--- src/rtl/vga_pkg.sv ---
// ---------------------------------------------------------------------------
// vga_pkg
// Shared VGA definitions for the sync decoder and vgaDriver.
// Contents:
//   - 640x480@60 timing defaults, counted in pixels (H) and lines (V)
//   - sync polarity default (0 = active-low)
//   - counter width and saturation limit shared by the measurement logic
//   - RGB565 colour constants and the RGB444 -> RGB565 packing helper
//   - encoding of the lock state machine
// ---------------------------------------------------------------------------
package vga_pkg;

    localparam int H_ACTIVE_DEF = 640;
    localparam int H_SYNC_DEF   = 96;
    localparam int H_BACK_DEF   = 48;
    localparam int H_TOTAL_DEF  = 800;
    localparam int V_ACTIVE_DEF = 480;
    localparam int V_SYNC_DEF   = 2;
    localparam int V_BACK_DEF   = 33;
    localparam int V_TOTAL_DEF  = 525;
    localparam int SYNC_POL_DEF = 0;

    localparam int                CNT_W   = 12;
    localparam logic [CNT_W-1:0]  CNT_MAX = 12'hFFF;

    localparam logic [15:0] RGB565_BLACK = 16'h0000;

    typedef enum logic [1:0] {
        LOCK_INIT   = 2'd0,
        LOCK_SEARCH = 2'd1,
        LOCK_VERIFY = 2'd2,
        LOCK_LOCKED = 2'd3
    } lock_state_e;

    // Increment that sticks at the counter ceiling instead of wrapping.
    function automatic logic [CNT_W-1:0] sat_inc(input logic [CNT_W-1:0] v);
        return (v == CNT_MAX) ? CNT_MAX : (v + 12'd1);
    endfunction

    // Widen 4-bit channels by replicating their MSBs into the new low bits.
    function automatic logic [15:0] rgb444_to_565(input logic [3:0] r,
                                                  input logic [3:0] g,
                                                  input logic [3:0] b);
        return {r, r[3], g, g[3:2], b, b[3]};
    endfunction

endpackage

--- src/rtl/vga_sync_counter.sv ---
// ---------------------------------------------------------------------------
// vga_sync_counter
// Horizontal/vertical position counters and line/frame length measurement,
// driven by strobe-qualified, polarity-normalised sync samples.
// Ports:
//   SYS_CLK, reset         clock, synchronous active-high reset
//   strobe_i               pixel strobe (already pipelined)
//   hs_act_i, vs_act_i     1 when the sync sample is at its active level
//   hs_edge_o, vs_edge_o   leading edge detected on this strobe
//   hcnt_d_o, vcnt_d_o     position assigned to the current sample
//   h_meas_d_o, v_meas_d_o measurement values being loaded this cycle
//   h_meas_o, v_meas_o     registered last line length / frame length
// ---------------------------------------------------------------------------
module vga_sync_counter
    import vga_pkg::*;
(
    input  logic             SYS_CLK,
    input  logic             reset,
    input  logic             strobe_i,
    input  logic             hs_act_i,
    input  logic             vs_act_i,
    output logic             hs_edge_o,
    output logic             vs_edge_o,
    output logic [CNT_W-1:0] hcnt_d_o,
    output logic [CNT_W-1:0] vcnt_d_o,
    output logic [CNT_W-1:0] h_meas_d_o,
    output logic [CNT_W-1:0] v_meas_d_o,
    output logic [CNT_W-1:0] h_meas_o,
    output logic [CNT_W-1:0] v_meas_o
);

    logic             hs_prev_q, hs_prev_d;
    logic             vs_prev_q, vs_prev_d;
    logic [CNT_W-1:0] hcnt_q, hcnt_d;
    logic [CNT_W-1:0] vcnt_q, vcnt_d;
    logic [CNT_W-1:0] h_meas_q, h_meas_d;
    logic [CNT_W-1:0] v_meas_q, v_meas_d;
    logic             hs_edge_s, vs_edge_s;

    // Edge detection and next-count / next-measurement computation.
    always_comb begin
        // Edges compare against the previous strobed sample, so gaps in the
        // strobe can never fabricate a transition.
        hs_edge_s = strobe_i & hs_act_i & ~hs_prev_q;
        vs_edge_s = strobe_i & vs_act_i & ~vs_prev_q;

        if (strobe_i) begin
            hs_prev_d = hs_act_i;
            vs_prev_d = vs_act_i;
        end else begin
            hs_prev_d = hs_prev_q;
            vs_prev_d = vs_prev_q;
        end

        if (!strobe_i) begin
            hcnt_d = hcnt_q;
        end else if (hs_edge_s) begin
            hcnt_d = 12'd0;
        end else begin
            hcnt_d = sat_inc(hcnt_q);
        end

        if (hs_edge_s) begin
            h_meas_d = sat_inc(hcnt_q);
        end else begin
            h_meas_d = h_meas_q;
        end

        // A vsync edge wins over a coincident hsync edge: the new frame
        // starts at line 0 rather than line 1.
        if (vs_edge_s) begin
            vcnt_d   = 12'd0;
            v_meas_d = sat_inc(vcnt_q);
        end else if (hs_edge_s) begin
            vcnt_d   = sat_inc(vcnt_q);
            v_meas_d = v_meas_q;
        end else begin
            vcnt_d   = vcnt_q;
            v_meas_d = v_meas_q;
        end
    end

    // Counter, measurement and previous-sync state registers.
    always_ff @(posedge SYS_CLK) begin
        if (reset) begin
            hs_prev_q <= 1'b0;
            vs_prev_q <= 1'b0;
            hcnt_q    <= 12'd0;
            vcnt_q    <= 12'd0;
            h_meas_q  <= 12'd0;
            v_meas_q  <= 12'd0;
        end else begin
            hs_prev_q <= hs_prev_d;
            vs_prev_q <= vs_prev_d;
            hcnt_q    <= hcnt_d;
            vcnt_q    <= vcnt_d;
            h_meas_q  <= h_meas_d;
            v_meas_q  <= v_meas_d;
        end
    end

    assign hs_edge_o  = hs_edge_s;
    assign vs_edge_o  = vs_edge_s;
    assign hcnt_d_o   = hcnt_d;
    assign vcnt_d_o   = vcnt_d;
    assign h_meas_d_o = h_meas_d;
    assign v_meas_d_o = v_meas_d;
    assign h_meas_o   = h_meas_q;
    assign v_meas_o   = v_meas_q;

endmodule

--- src/rtl/vga_sync_decoder.sv ---
// ---------------------------------------------------------------------------
// vga_sync_decoder
// Recovers pixel coordinates from an incoming VGA stream, checks the timing
// against the configured mode and emits RGB565 pixels once locked.
// Ports:
//   SYS_CLK, reset                 clock, synchronous active-high reset
//   pix_en_i                       one pulse per incoming pixel
//   hsync_i, vsync_i               incoming syncs, active level = SYNC_POL
//   red_i, green_i, blue_i         incoming 4-bit colour
//   pix_valid_o                    decoded active pixel present
//   x_o, y_o                       active-area coordinates
//   rgb_o                          RGB565 pixel
//   frame_start_o                  pulse with the pixel at (0,0)
//   locked_o                       timing matches the parameters
//   h_meas_o, v_meas_o             last line length / frame length
//   err_cnt_o                      saturating count of lock losses
// Pixel outputs appear three cycles after the strobe that carried them.
// ---------------------------------------------------------------------------
module vga_sync_decoder
    import vga_pkg::*;
#(
    parameter int H_ACTIVE = H_ACTIVE_DEF,
    parameter int H_SYNC   = H_SYNC_DEF,
    parameter int H_BACK   = H_BACK_DEF,
    parameter int H_TOTAL  = H_TOTAL_DEF,
    parameter int V_ACTIVE = V_ACTIVE_DEF,
    parameter int V_SYNC   = V_SYNC_DEF,
    parameter int V_BACK   = V_BACK_DEF,
    parameter int V_TOTAL  = V_TOTAL_DEF,
    parameter int SYNC_POL = SYNC_POL_DEF
) (
    input  logic        SYS_CLK,
    input  logic        reset,
    input  logic        pix_en_i,
    input  logic        hsync_i,
    input  logic        vsync_i,
    input  logic [3:0]  red_i,
    input  logic [3:0]  green_i,
    input  logic [3:0]  blue_i,
    output logic        pix_valid_o,
    output logic [9:0]  x_o,
    output logic [9:0]  y_o,
    output logic [15:0] rgb_o,
    output logic        frame_start_o,
    output logic        locked_o,
    output logic [11:0] h_meas_o,
    output logic [11:0] v_meas_o,
    output logic [7:0]  err_cnt_o
);

    localparam logic             SYNC_ACT = (SYNC_POL != 0) ? 1'b1 : 1'b0;
    localparam logic [CNT_W-1:0] H_START  = 12'(H_SYNC + H_BACK);
    localparam logic [CNT_W-1:0] H_END    = 12'(H_SYNC + H_BACK + H_ACTIVE);
    localparam logic [CNT_W-1:0] V_START  = 12'(V_SYNC + V_BACK);
    localparam logic [CNT_W-1:0] V_END    = 12'(V_SYNC + V_BACK + V_ACTIVE);
    localparam logic [CNT_W-1:0] H_TOT_W  = 12'(H_TOTAL);
    localparam logic [CNT_W-1:0] V_TOT_W  = 12'(V_TOTAL);

    logic [1:0]       en_pipe_q;
    logic [1:0]       hs_pipe_q;
    logic [1:0]       vs_pipe_q;
    logic [11:0]      col_pipe_q [2];

    logic             strobe_s, hs_act_s, vs_act_s;
    logic             hs_edge_s, vs_edge_s;
    logic [CNT_W-1:0] hcnt_d_s, vcnt_d_s, h_meas_d_s, v_meas_d_s;

    lock_state_e      state_q, state_d;
    logic             h_bad_q, h_bad_d;
    logic [7:0]       err_q, err_d;
    logic             h_ok_s, v_ok_s, frame_ok_s, lost_s;

    logic             valid_q, valid_d;
    logic             fs_q, fs_d;
    logic             locked_q, locked_d;
    logic [9:0]       x_q, x_d, y_q, y_d;
    logic [15:0]      rgb_q, rgb_d;
    logic             h_in_s, v_in_s;

    // Two-stage input pipeline; syncs rest at their inactive level in reset.
    always_ff @(posedge SYS_CLK) begin
        if (reset) begin
            en_pipe_q     <= 2'b00;
            hs_pipe_q     <= {2{~SYNC_ACT}};
            vs_pipe_q     <= {2{~SYNC_ACT}};
            col_pipe_q[0] <= 12'h000;
            col_pipe_q[1] <= 12'h000;
        end else begin
            en_pipe_q     <= {en_pipe_q[0], pix_en_i};
            hs_pipe_q     <= {hs_pipe_q[0], hsync_i};
            vs_pipe_q     <= {vs_pipe_q[0], vsync_i};
            col_pipe_q[0] <= {red_i, green_i, blue_i};
            col_pipe_q[1] <= col_pipe_q[0];
        end
    end

    assign strobe_s = en_pipe_q[1];
    assign hs_act_s = (hs_pipe_q[1] == SYNC_ACT);
    assign vs_act_s = (vs_pipe_q[1] == SYNC_ACT);

    vga_sync_counter u_counter (
        .SYS_CLK    (SYS_CLK),
        .reset      (reset),
        .strobe_i   (strobe_s),
        .hs_act_i   (hs_act_s),
        .vs_act_i   (vs_act_s),
        .hs_edge_o  (hs_edge_s),
        .vs_edge_o  (vs_edge_s),
        .hcnt_d_o   (hcnt_d_s),
        .vcnt_d_o   (vcnt_d_s),
        .h_meas_d_o (h_meas_d_s),
        .v_meas_d_o (v_meas_d_s),
        .h_meas_o   (h_meas_o),
        .v_meas_o   (v_meas_o)
    );

    // Lock FSM next state, per-frame line check and error counter.
    always_comb begin
        state_d = state_q;
        lost_s  = 1'b0;
        h_ok_s  = (h_meas_d_s == H_TOT_W);
        v_ok_s  = (v_meas_d_s == V_TOT_W);

        // A frame only counts as matching if every line in it matched, not
        // just the last one seen at the vsync edge.
        frame_ok_s = v_ok_s && h_ok_s && !h_bad_q;

        if (vs_edge_s) begin
            h_bad_d = 1'b0;
        end else if (hs_edge_s && !h_ok_s) begin
            h_bad_d = 1'b1;
        end else begin
            h_bad_d = h_bad_q;
        end

        case (state_q)
            LOCK_INIT: begin
                if (vs_edge_s) begin
                    state_d = LOCK_SEARCH;
                end else begin
                    state_d = state_q;
                end
            end
            LOCK_SEARCH: begin
                if (vs_edge_s && frame_ok_s) begin
                    state_d = LOCK_VERIFY;
                end else begin
                    state_d = state_q;
                end
            end
            LOCK_VERIFY: begin
                if (vs_edge_s) begin
                    state_d = frame_ok_s ? LOCK_LOCKED : LOCK_SEARCH;
                end else begin
                    state_d = state_q;
                end
            end
            LOCK_LOCKED: begin
                if ((hs_edge_s && !h_ok_s) || (vs_edge_s && !v_ok_s)) begin
                    state_d = LOCK_SEARCH;
                    lost_s  = 1'b1;
                end else begin
                    state_d = state_q;
                end
            end
            default: begin
                state_d = LOCK_INIT;
            end
        endcase

        if (lost_s && (err_q != 8'hFF)) begin
            err_d = err_q + 8'd1;
        end else begin
            err_d = err_q;
        end
        locked_d = (state_d == LOCK_LOCKED);
    end

    // Active-region decode; using state_d makes valid drop with locked_o.
    always_comb begin
        h_in_s  = (hcnt_d_s >= H_START) && (hcnt_d_s < H_END);
        v_in_s  = (vcnt_d_s >= V_START) && (vcnt_d_s < V_END);
        valid_d = strobe_s && h_in_s && v_in_s && (state_d == LOCK_LOCKED);
        if (valid_d) begin
            x_d   = 10'(hcnt_d_s - H_START);
            y_d   = 10'(vcnt_d_s - V_START);
            rgb_d = rgb444_to_565(col_pipe_q[1][11:8], col_pipe_q[1][7:4],
                                  col_pipe_q[1][3:0]);
            fs_d  = (hcnt_d_s == H_START) && (vcnt_d_s == V_START);
        end else begin
            x_d   = x_q;
            y_d   = y_q;
            rgb_d = rgb_q;
            fs_d  = 1'b0;
        end
    end

    // FSM state and output registers.
    always_ff @(posedge SYS_CLK) begin
        if (reset) begin
            state_q  <= LOCK_INIT;
            h_bad_q  <= 1'b0;
            err_q    <= 8'd0;
            locked_q <= 1'b0;
            valid_q  <= 1'b0;
            fs_q     <= 1'b0;
            x_q      <= 10'd0;
            y_q      <= 10'd0;
            rgb_q    <= RGB565_BLACK;
        end else begin
            state_q  <= state_d;
            h_bad_q  <= h_bad_d;
            err_q    <= err_d;
            locked_q <= locked_d;
            valid_q  <= valid_d;
            fs_q     <= fs_d;
            x_q      <= x_d;
            y_q      <= y_d;
            rgb_q    <= rgb_d;
        end
    end

    assign pix_valid_o   = valid_q;
    assign frame_start_o = fs_q;
    assign locked_o      = locked_q;
    assign x_o           = x_q;
    assign y_o           = y_q;
    assign rgb_o         = rgb_q;
    assign err_cnt_o     = err_q;

endmodule

--- config.mk ---
export PLATFORM = sky130hd
export DESIGN_NAME = vga_sync_decoder
export DESIGN_NICKNAME = d
export VERILOG_FILES = /design/src/rtl/vga_pkg.sv /design/src/rtl/vga_sync_counter.sv /design/src/rtl/vga_sync_decoder.sv
export SDC_FILE = /design/constraint.sdc
export NUM_CORES = 1
export LEC_CHECK = 0
export CAP_MARGIN = 20
export CELL_PAD_IN_SITES_DETAIL_PLACEMENT = 1
export CELL_PAD_IN_SITES_GLOBAL_PLACEMENT = 2
export CORE_MARGIN = 3
export CORE_UTILIZATION = 36
export DETAILED_ROUTE_END_ITERATION = 12
export PLACE_DENSITY = 0.82
export SETUP_SLACK_MARGIN = 0.4
export SLEW_MARGIN = 20
export SYNTH_ARGS = -nofsm -noshare
export SYNTH_HDL_FRONTEND = slang
export SYNTH_SLANG_ARGS = --single-unit
export TNS_END_PERCENT = 20
--- constraint.sdc ---
create_clock -name SYS_CLK -period 9.5 [get_ports SYS_CLK]
set_input_delay 1.9 -clock SYS_CLK [delete_from_list [all_inputs] [get_ports SYS_CLK]]
set_output_delay 1.9 -clock SYS_CLK [all_outputs]
set_load 0.005 [all_outputs]
### Word-level counts from Yosys, hierarchy flattened

Memory sizes are Yosys's and may differ from the RTL's.
Index checks and enable logic that the tools add are counted.
W data, S select, Z words.

| storage, ports and cells | value |
|---|---|
| memories kept | 1 |
| memory bits (writable) | 24 |
| logic and storage cells | 90 |
| output and inout bits | 71 |
| bits in registers | 106 |

Memories:

| memory | words | bits a word | read ports | clocked after Yosys merged registers in | write ports | line | source |
|---|---|---|---|---|---|---|---|
| col_pipe_q | 2 | 12 | 2 | 0 | 2 | vga_sync_decoder.sv:62 | `logic [11:0] col_pipe_q [2];` |

| cells by class | value |
|---|---|
| bitwise logic cells | 11 |
| $add $sub $neg | 5 |
| muxes and demuxes | 21 |
| $lt $le $gt $ge | 4 |
| reduce and logical (&&, ||, !) cells | 19 |
| eq/ne operators | 11 |

Operators with widths:

| kind | number |
|---|---|
| $mux W12 | 10 |
| $add A12 B1 Y12 const B | 2 |
| $eq A12 B10 Y1 const B | 2 |
| $eq A12 B12 Y1 const B | 2 |
| $lt A12 B10 Y1 const B | 2 |
| $eq A12 B6 Y1 const B | 1 |
| $eq A12 B8 Y1 const B | 1 |
| $ge A12 B6 Y1 const B | 1 |
| $ge A12 B8 Y1 const B | 1 |
| $logic_and A1 B1 Y1 | 12 |
| $mux W2 | 5 |
| $sub A10 B6 Y10 const B | 1 |
| $sub A10 B8 Y10 const B | 1 |
| $add A8 B1 Y8 const B | 1 |
| $ne A8 B8 Y1 const B | 1 |
| $pmux W2 S4 | 1 |
| $eq A2 B2 Y1 const B | 3 |
| $mux W1 | 5 |
| $not A1 Y1 | 5 |
| $and A1 B1 Y1 | 4 |
| $reduce_or A2 Y1 | 2 |
| $logic_not A1 Y1 | 3 |
| $eq A2 B1 Y1 const B | 1 |
| $logic_not A2 Y1 | 1 |
| 2 further kinds | 3 |

### Longest topological paths before layout

| logic depth | value |
|---|---|
| word-level depth | 14 |
| gate-level depth with buffers | 17 |
| depth with buffers taken out | 13 |

### Hierarchy

From an unflattened synthesis, not the netlist that was laid out.

| second synthesis, totals | value |
|---|---|
| cells, all modules | 689 |
| area total of the unflattened synthesis | 6037.0 um2 |

Modules (own cells, without submodules):

| module | area each (um2) | instances | sequential area each (um2) | cells each |
|---|---|---|---|---|
| vga_sync_decoder | 3238.1 | 1 | 1521.5 | 339 |
| vga_sync_counter | 2798.9 | 1 | 1001.0 | 350 |

### Least setup slack after synthesis

Ideal clock, no wire load.

| timing path | value |
|---|---|
| kind | flip-flop to flip-flop |
| start | register u_counter.hcnt_q[0] |
| end | register rgb_q[11] (netlist: rgb_o[11]) |
| required time | 9.368 ns |
| stages on the path, launching flop included | 17 |
| slack | 6.150 ns |
| period minus slack after synthesis | 3.350 ns |
| library setup time | 0.132 ns |
| buffers on the path | 4 |
| arrival | 3.217 ns |
| cells stage by stage | dfxtp_1 -> ha_1 -> buf_2 -> and3_1 -> buf_2 -> nand3_1 -> a41oi_1 -> o22ai_1 -> ha_1 -> o211ai_1 -> a311o_1 -> a211o_1 -> a211o_1 -> buf_2 -> buf_2 -> o31ai_1 -> a21oi_1 |

| on the way | value |
|---|---|
| word-level cells in the longest chain between the ends | 11 |

Ends and longest elaborated chain:

| what | line | source |
|---|---|---|
| from (decl) | vga_sync_counter.sv:34 | `logic [CNT_W-1:0] hcnt_q, hcnt_d;` |
| from (signal assigned) | vga_sync_counter.sv:95 | `hcnt_q <= hcnt_d;` |
| $add A12 B1 Y12 / $eq A12 B12 Y1 (equally long branches) | vga_pkg.sv:37 | `return (v == CNT_MAX) ? CNT_MAX : (v + 12'd1);` |
| $mux W12 | vga_pkg.sv:37 |  |
| $mux W12 | vga_sync_counter.sv:63 | `if (hs_edge_s) begin` |
| $eq A12 B10 Y1 | vga_sync_decoder.sv:121 | `h_ok_s = (h_meas_d_s == H_TOT_W);` |
| $logic_and A1 B1 Y1 / $logic_not A1 Y1 (equally long branches) | vga_sync_decoder.sv:126, vga_sync_decoder.sv:159 |  |
| $logic_and A1 B1 Y1, on equally long branches | vga_sync_decoder.sv:126, vga_sync_decoder.sv:159 |  |
| $mux W2 (tied with other cells) | vga_sync_decoder.sv:153 | `state_d = frame_ok_s ? LOCK_LOCKED : LOCK_SEARCH;` |
| $mux W2, on equally long branches | vga_sync_decoder.sv:152, vga_sync_decoder.sv:145, vga_sync_decoder.sv:159 |  |
| $pmux W2 S4 | vga_sync_decoder.sv:136 | `case (state_q)` |
| $eq A2 B2 Y1 | vga_sync_decoder.sv:183 | `valid_d = strobe_s && h_in_s && v_in_s && (state_d == LOCK_LOCKED);` |
| $logic_and A1 B1 Y1 * | vga_sync_decoder.sv:183 |  |
| to (signal assigned) | vga_sync_decoder.sv:219 | `rgb_q <= rgb_d;` |
| to (decl) | vga_sync_decoder.sv:77 | `logic [15:0] rgb_q, rgb_d;` |

Every way passes the cells marked *; elsewhere a longest branch is shown, timed or not.
A chain may end at the register's enable or synchronous reset.

### Final worst setup path

| timing path | value |
|---|---|
| start | register u_counter.hcnt_q[0] |
| end | register y_q[8] (netlist: y_o[8]) |

| on the way | value |
|---|---|
| word-level cells in the longest chain between the ends | 11 |

Ends and longest elaborated chain:

| what | line | source |
|---|---|---|
| $add A12 B1 Y12 / $eq A12 B12 Y1 (equally long branches) | vga_pkg.sv:37 |  |
| $mux W12 | vga_pkg.sv:37 |  |
| $mux W12 | vga_sync_counter.sv:63 |  |
| $eq A12 B10 Y1 | vga_sync_decoder.sv:121 |  |
| $logic_and A1 B1 Y1 / $logic_not A1 Y1 (equally long branches) | vga_sync_decoder.sv:126, vga_sync_decoder.sv:159 |  |
| $logic_and A1 B1 Y1, on equally long branches | vga_sync_decoder.sv:126, vga_sync_decoder.sv:159 |  |
| $mux W2 (tied with other cells) | vga_sync_decoder.sv:153 |  |
| $mux W2, on equally long branches | vga_sync_decoder.sv:152, vga_sync_decoder.sv:145, vga_sync_decoder.sv:159 |  |
| $pmux W2 S4 | vga_sync_decoder.sv:136 |  |
| $eq A2 B2 Y1 | vga_sync_decoder.sv:183 |  |
| $logic_and A1 B1 Y1 * | vga_sync_decoder.sv:183 |  |
| to (signal assigned) | vga_sync_decoder.sv:218 | `y_q <= y_d;` |
| to (decl) | vga_sync_decoder.sv:76 | `logic [9:0] x_q, x_d, y_q, y_d;` |

Marked as above.

==> flow_summary_export.csv <==
group,metric,value,unit
logic_synthesis,netlist.top_cell.by_area,"dfxtp_1",
timing,worst_pin_slew,0.8161,ns
grt,grt_pass1_vias,6259,
logic_synthesis,synth_cell_types,84,
logic_synthesis,synth_fp_nets,751,
grt,grt_pass1_wl,33.41,mm
logic_synthesis,synth.area.top_cells,"dfxtp_1, a21oi_1, nor2_1, nand4_1, nor2b_1",
worst_setup_path,cp.required,9.77,ns
outcome,status,"finished, final reports clean",
floorplanning,rows,48,
floorplanning,die_area,19340,um2
logic_synthesis,synth_top_family_by_area,"compound AO/OA/AOI/OAI gates",
clocking,worstSkewPairLatency,0.42,ns
timing,fin_setup_tns,0,ns
cells_and_area,fin_area,7814,um2
timing,min_period,4.371,ns
clocking,cts_tree,"done",
cells_and_area,drive_above_1_share,9.719,%
routing,firstDrtPassIters,5,
clocking,clk_pin_slew,0.07,ns
clocking,root_buffer,"clkbuf_16",
worst_setup_path,r2r_cells,12,
routing,drc,0,
grt,use_met2,34.16,%
worst_setup_path,r2r_end,"y_o[8]",
routing,drt_iter0_markers,396,
place,gp_congestion,0.8730,
place,hpwl,14.06,mm
floorplanning,pin_count,88,
clocking,postCtsSetupRepairBufs,0,
grt,gr-usage-met1,28.12,%
grt,grt_max_degree,75,
clocking,clockBufferDepth,2,
logic_synthesis,synth_mux_area_share,1.511,%
timing,fmax,228.8,MHz
logic_synthesis,synth_compound_area_share,25.57,%
clocking,cts-resized-gates,0,
logic_synthesis,yosysMostFrequentCell,"dfxtp_1",
min_path,hp-class,"reg2reg",
place,place_area,7224,um2
worst_setup_path,endpoint_kind,"register",
worst_setup_path,crit_type,"reg2reg",
cells_and_area,instances_no_fill,1007,
logic_synthesis,synth-adder-area-share,1.178,%
timing,rsz0062_at_grt,"no",
logic_synthesis,synth-seq-area-share,39.57,%
worst_setup_path,cp_max_fo,19,
power,power_density,157.6,nW/um2
timing,fin_crit_sh,46.02,%
timing,hold_violations,0,
place,dp_cells,975,
logic_synthesis,synth_ff_type,"dfxtp_1",
floorplanning,die_w,139.1,um
worst_setup_path,path_cells,"ha_1 -> and3_1 -> nand3_1 -> a41oi_1 -> o22ai_1 -> ha_1 -> o211ai_1 -> a311o_1 -> a211o_1 -> a211o_1 -> nor3_4 -> a311oi_1",
cells_and_area,n_antenna_cell,0,
power,vdd_drop_max,120.3,uV
logic_synthesis,synth_edf_count,0,
job,maxCapViolations,0,
routing,via_count,6022,
logic_synthesis,synth_xor_area_share,1.786,%
worst_setup_path,rrSetupSlack,5.13,ns
logic_synthesis,synthSimpleGateAreaFrac,23.93,%
power,finalPower,1.231,mW
logic_synthesis,netlist_area,6375,um2
timing,slew_headroom,45.52,%
logic_synthesis,ys_warn_count,0,
worst_setup_path,startpoint_type,"register",
worst_setup_path,reg2reg_from,"u_counter.hcnt_q[0]",
grt,grt_overflow,0,
timing,skew,0.01028,ns
routing,wire_per_inst,20.09,um
logic_synthesis,avgSynthCellArea,8.757,um2
cells_and_area,finalNetCount,792,
place,port_buffers,87,
floorplanning,initial_core_util,36.86,%
cells_and_area,area_growth,22.57,%
worst_setup_path,arrival,4.64,ns
min_path,hold_end,"hs_pipe_q[1]",
logic_synthesis,synth_top_area_share,39.57,%
grt,antenna_found_initial,0,
logic_synthesis,synth.ff_latch_count,126,
grt,top_usage_layer,"met2",
min_path,hp-start,"hs_pipe_q[0]",
timing,setup_viol,0,
routing,avgViaCountPerCell,5.980,
grt,gr-usage-met3,4.621,%
worst_setup_path,critical-path-max-stage-delay,0.57,ns
clocking,htreeDepth,4,
timing,slew_violations,0,
logic_synthesis,syn-instance-count,728,
routing,finalWirelength,20.24,mm
min_path,hold-path-cell-count,1,
clocking,cts_hold_repair.buffers,0,
grt,grt_usage,20.86,%
routing,antenna_left,0,
timing,setup_slack,5.129,ns
worst_setup_path,critPathSlowestCell,"a211o_1",
floorplanning,core,17300,um2
timing,hold_slack,0.4293,ns
cells_and_area,post-route-util,45.18,%
clocking,cts.sinks,126,
logic_synthesis,synth_commonest_cells,"dfxtp_1, nor2_1, a21oi_1",
logic_synthesis,synthArstFlopShare,0,%
clocking,numCtsBuffers,17,
floorplanning,die_h,139.1,um
place,preCtsSetupSlack,5.196,ns
power,power_leakage,2.673,nW
cell usage in the layout (no fill, tap or decap), drive strengths merged, types with 7 or more instances in the layout:
master / n
nand2: 31
nor2b: 32
o31ai: 25
nand3: 26
and2: 11
a21oi: 55
clkdlybuf4s50: 86
buf: 7
and3: 11
nor2: 58
xnor2: 9
a211oi: 24
nor4: 11
nand4: 34
or2: 8
a31oi: 20
inv: 23
clkbuf: 17
dfxtp: 126
o21ai: 20
nor3: 16
and4: 9
state kept, by name (all words and copies together), names as in the netlist, 2 cells and up:
name,cells
col_pipe_q,24
en_pipe_q,2
err_cnt_o,8
hs_pipe_q,2
rgb_o,12
state_q,2
u_counter.h_meas_o,12
u_counter.hcnt_q,12
u_counter.v_meas_o,12
u_counter.vcnt_q,12
vs_pipe_q,2
x_o,10
y_o,10
cell families (layout without fill, tap and decap cells):
group,count (synthesis),count (layout)
AO/OA/AOI/OAI,221,221
flip-flops,126,126
XOR/XNOR,13,13
buffers and inverters,84,138
adder cells (fa/ha/maj),6,6
AND/OR/NAND/NOR,269,269
multiplexers,9,9
routing by layer:
metal / up-vias / wire length [um]
li1: 2831 / -
met3: 19 / 965
met4: 0 / 186
met1: 2996 / 9571
met5: - / 0
met2: 176 / 9512
worst max path at each step:
stage                                   start   endpoint  slack (ns)  cells past startpoint
after CTS                 u_counter.hcnt_q[0]     y_o[8]        5.16                     12
final                     u_counter.hcnt_q[0]     y_o[8]        5.13                     12
after global routing      u_counter.hcnt_q[0]     y_o[8]        4.82                     12
after detailed placement  u_counter.hcnt_q[0]     y_o[8]        5.20                     12
after floorplan           u_counter.hcnt_q[0]  rgb_o[11]        6.15                     16
after global placement    u_counter.hcnt_q[0]     y_o[8]        5.31                     12
worst max-delay path, delay by kind of cell (launching register included):
family	cells	cell delay [ns]
flops	1	0.44
fa+ha+maj	2	0.60
simple gates	3	1.11
compound gates	7	2.06
where the power goes:
part           total [mW]  internal [mW]  leakage [nW]  switching (mW)
logic              0.0336         0.0146          1.36          0.0190
clock network       0.657          0.375         0.289           0.282
registers           0.541          0.536          1.02         0.00531
final cells by class:
| type | count | area (um2) |
|---|---|---|
| Inverter | 13 | 48.80 |
| Timing Repair Buffer | 93 | 913.4 |
| Fill cell | 1966 | 9483 |
| Sequential cell | 126 | 2522 |
| Clock inverter | 15 | 163.9 |
| Clock buffer | 17 | 425.4 |
| Multi-Input combinational cell | 518 | 3458 |
| Tap cell | 225 | 281.5 |
(Power assumes the default switching activity.)
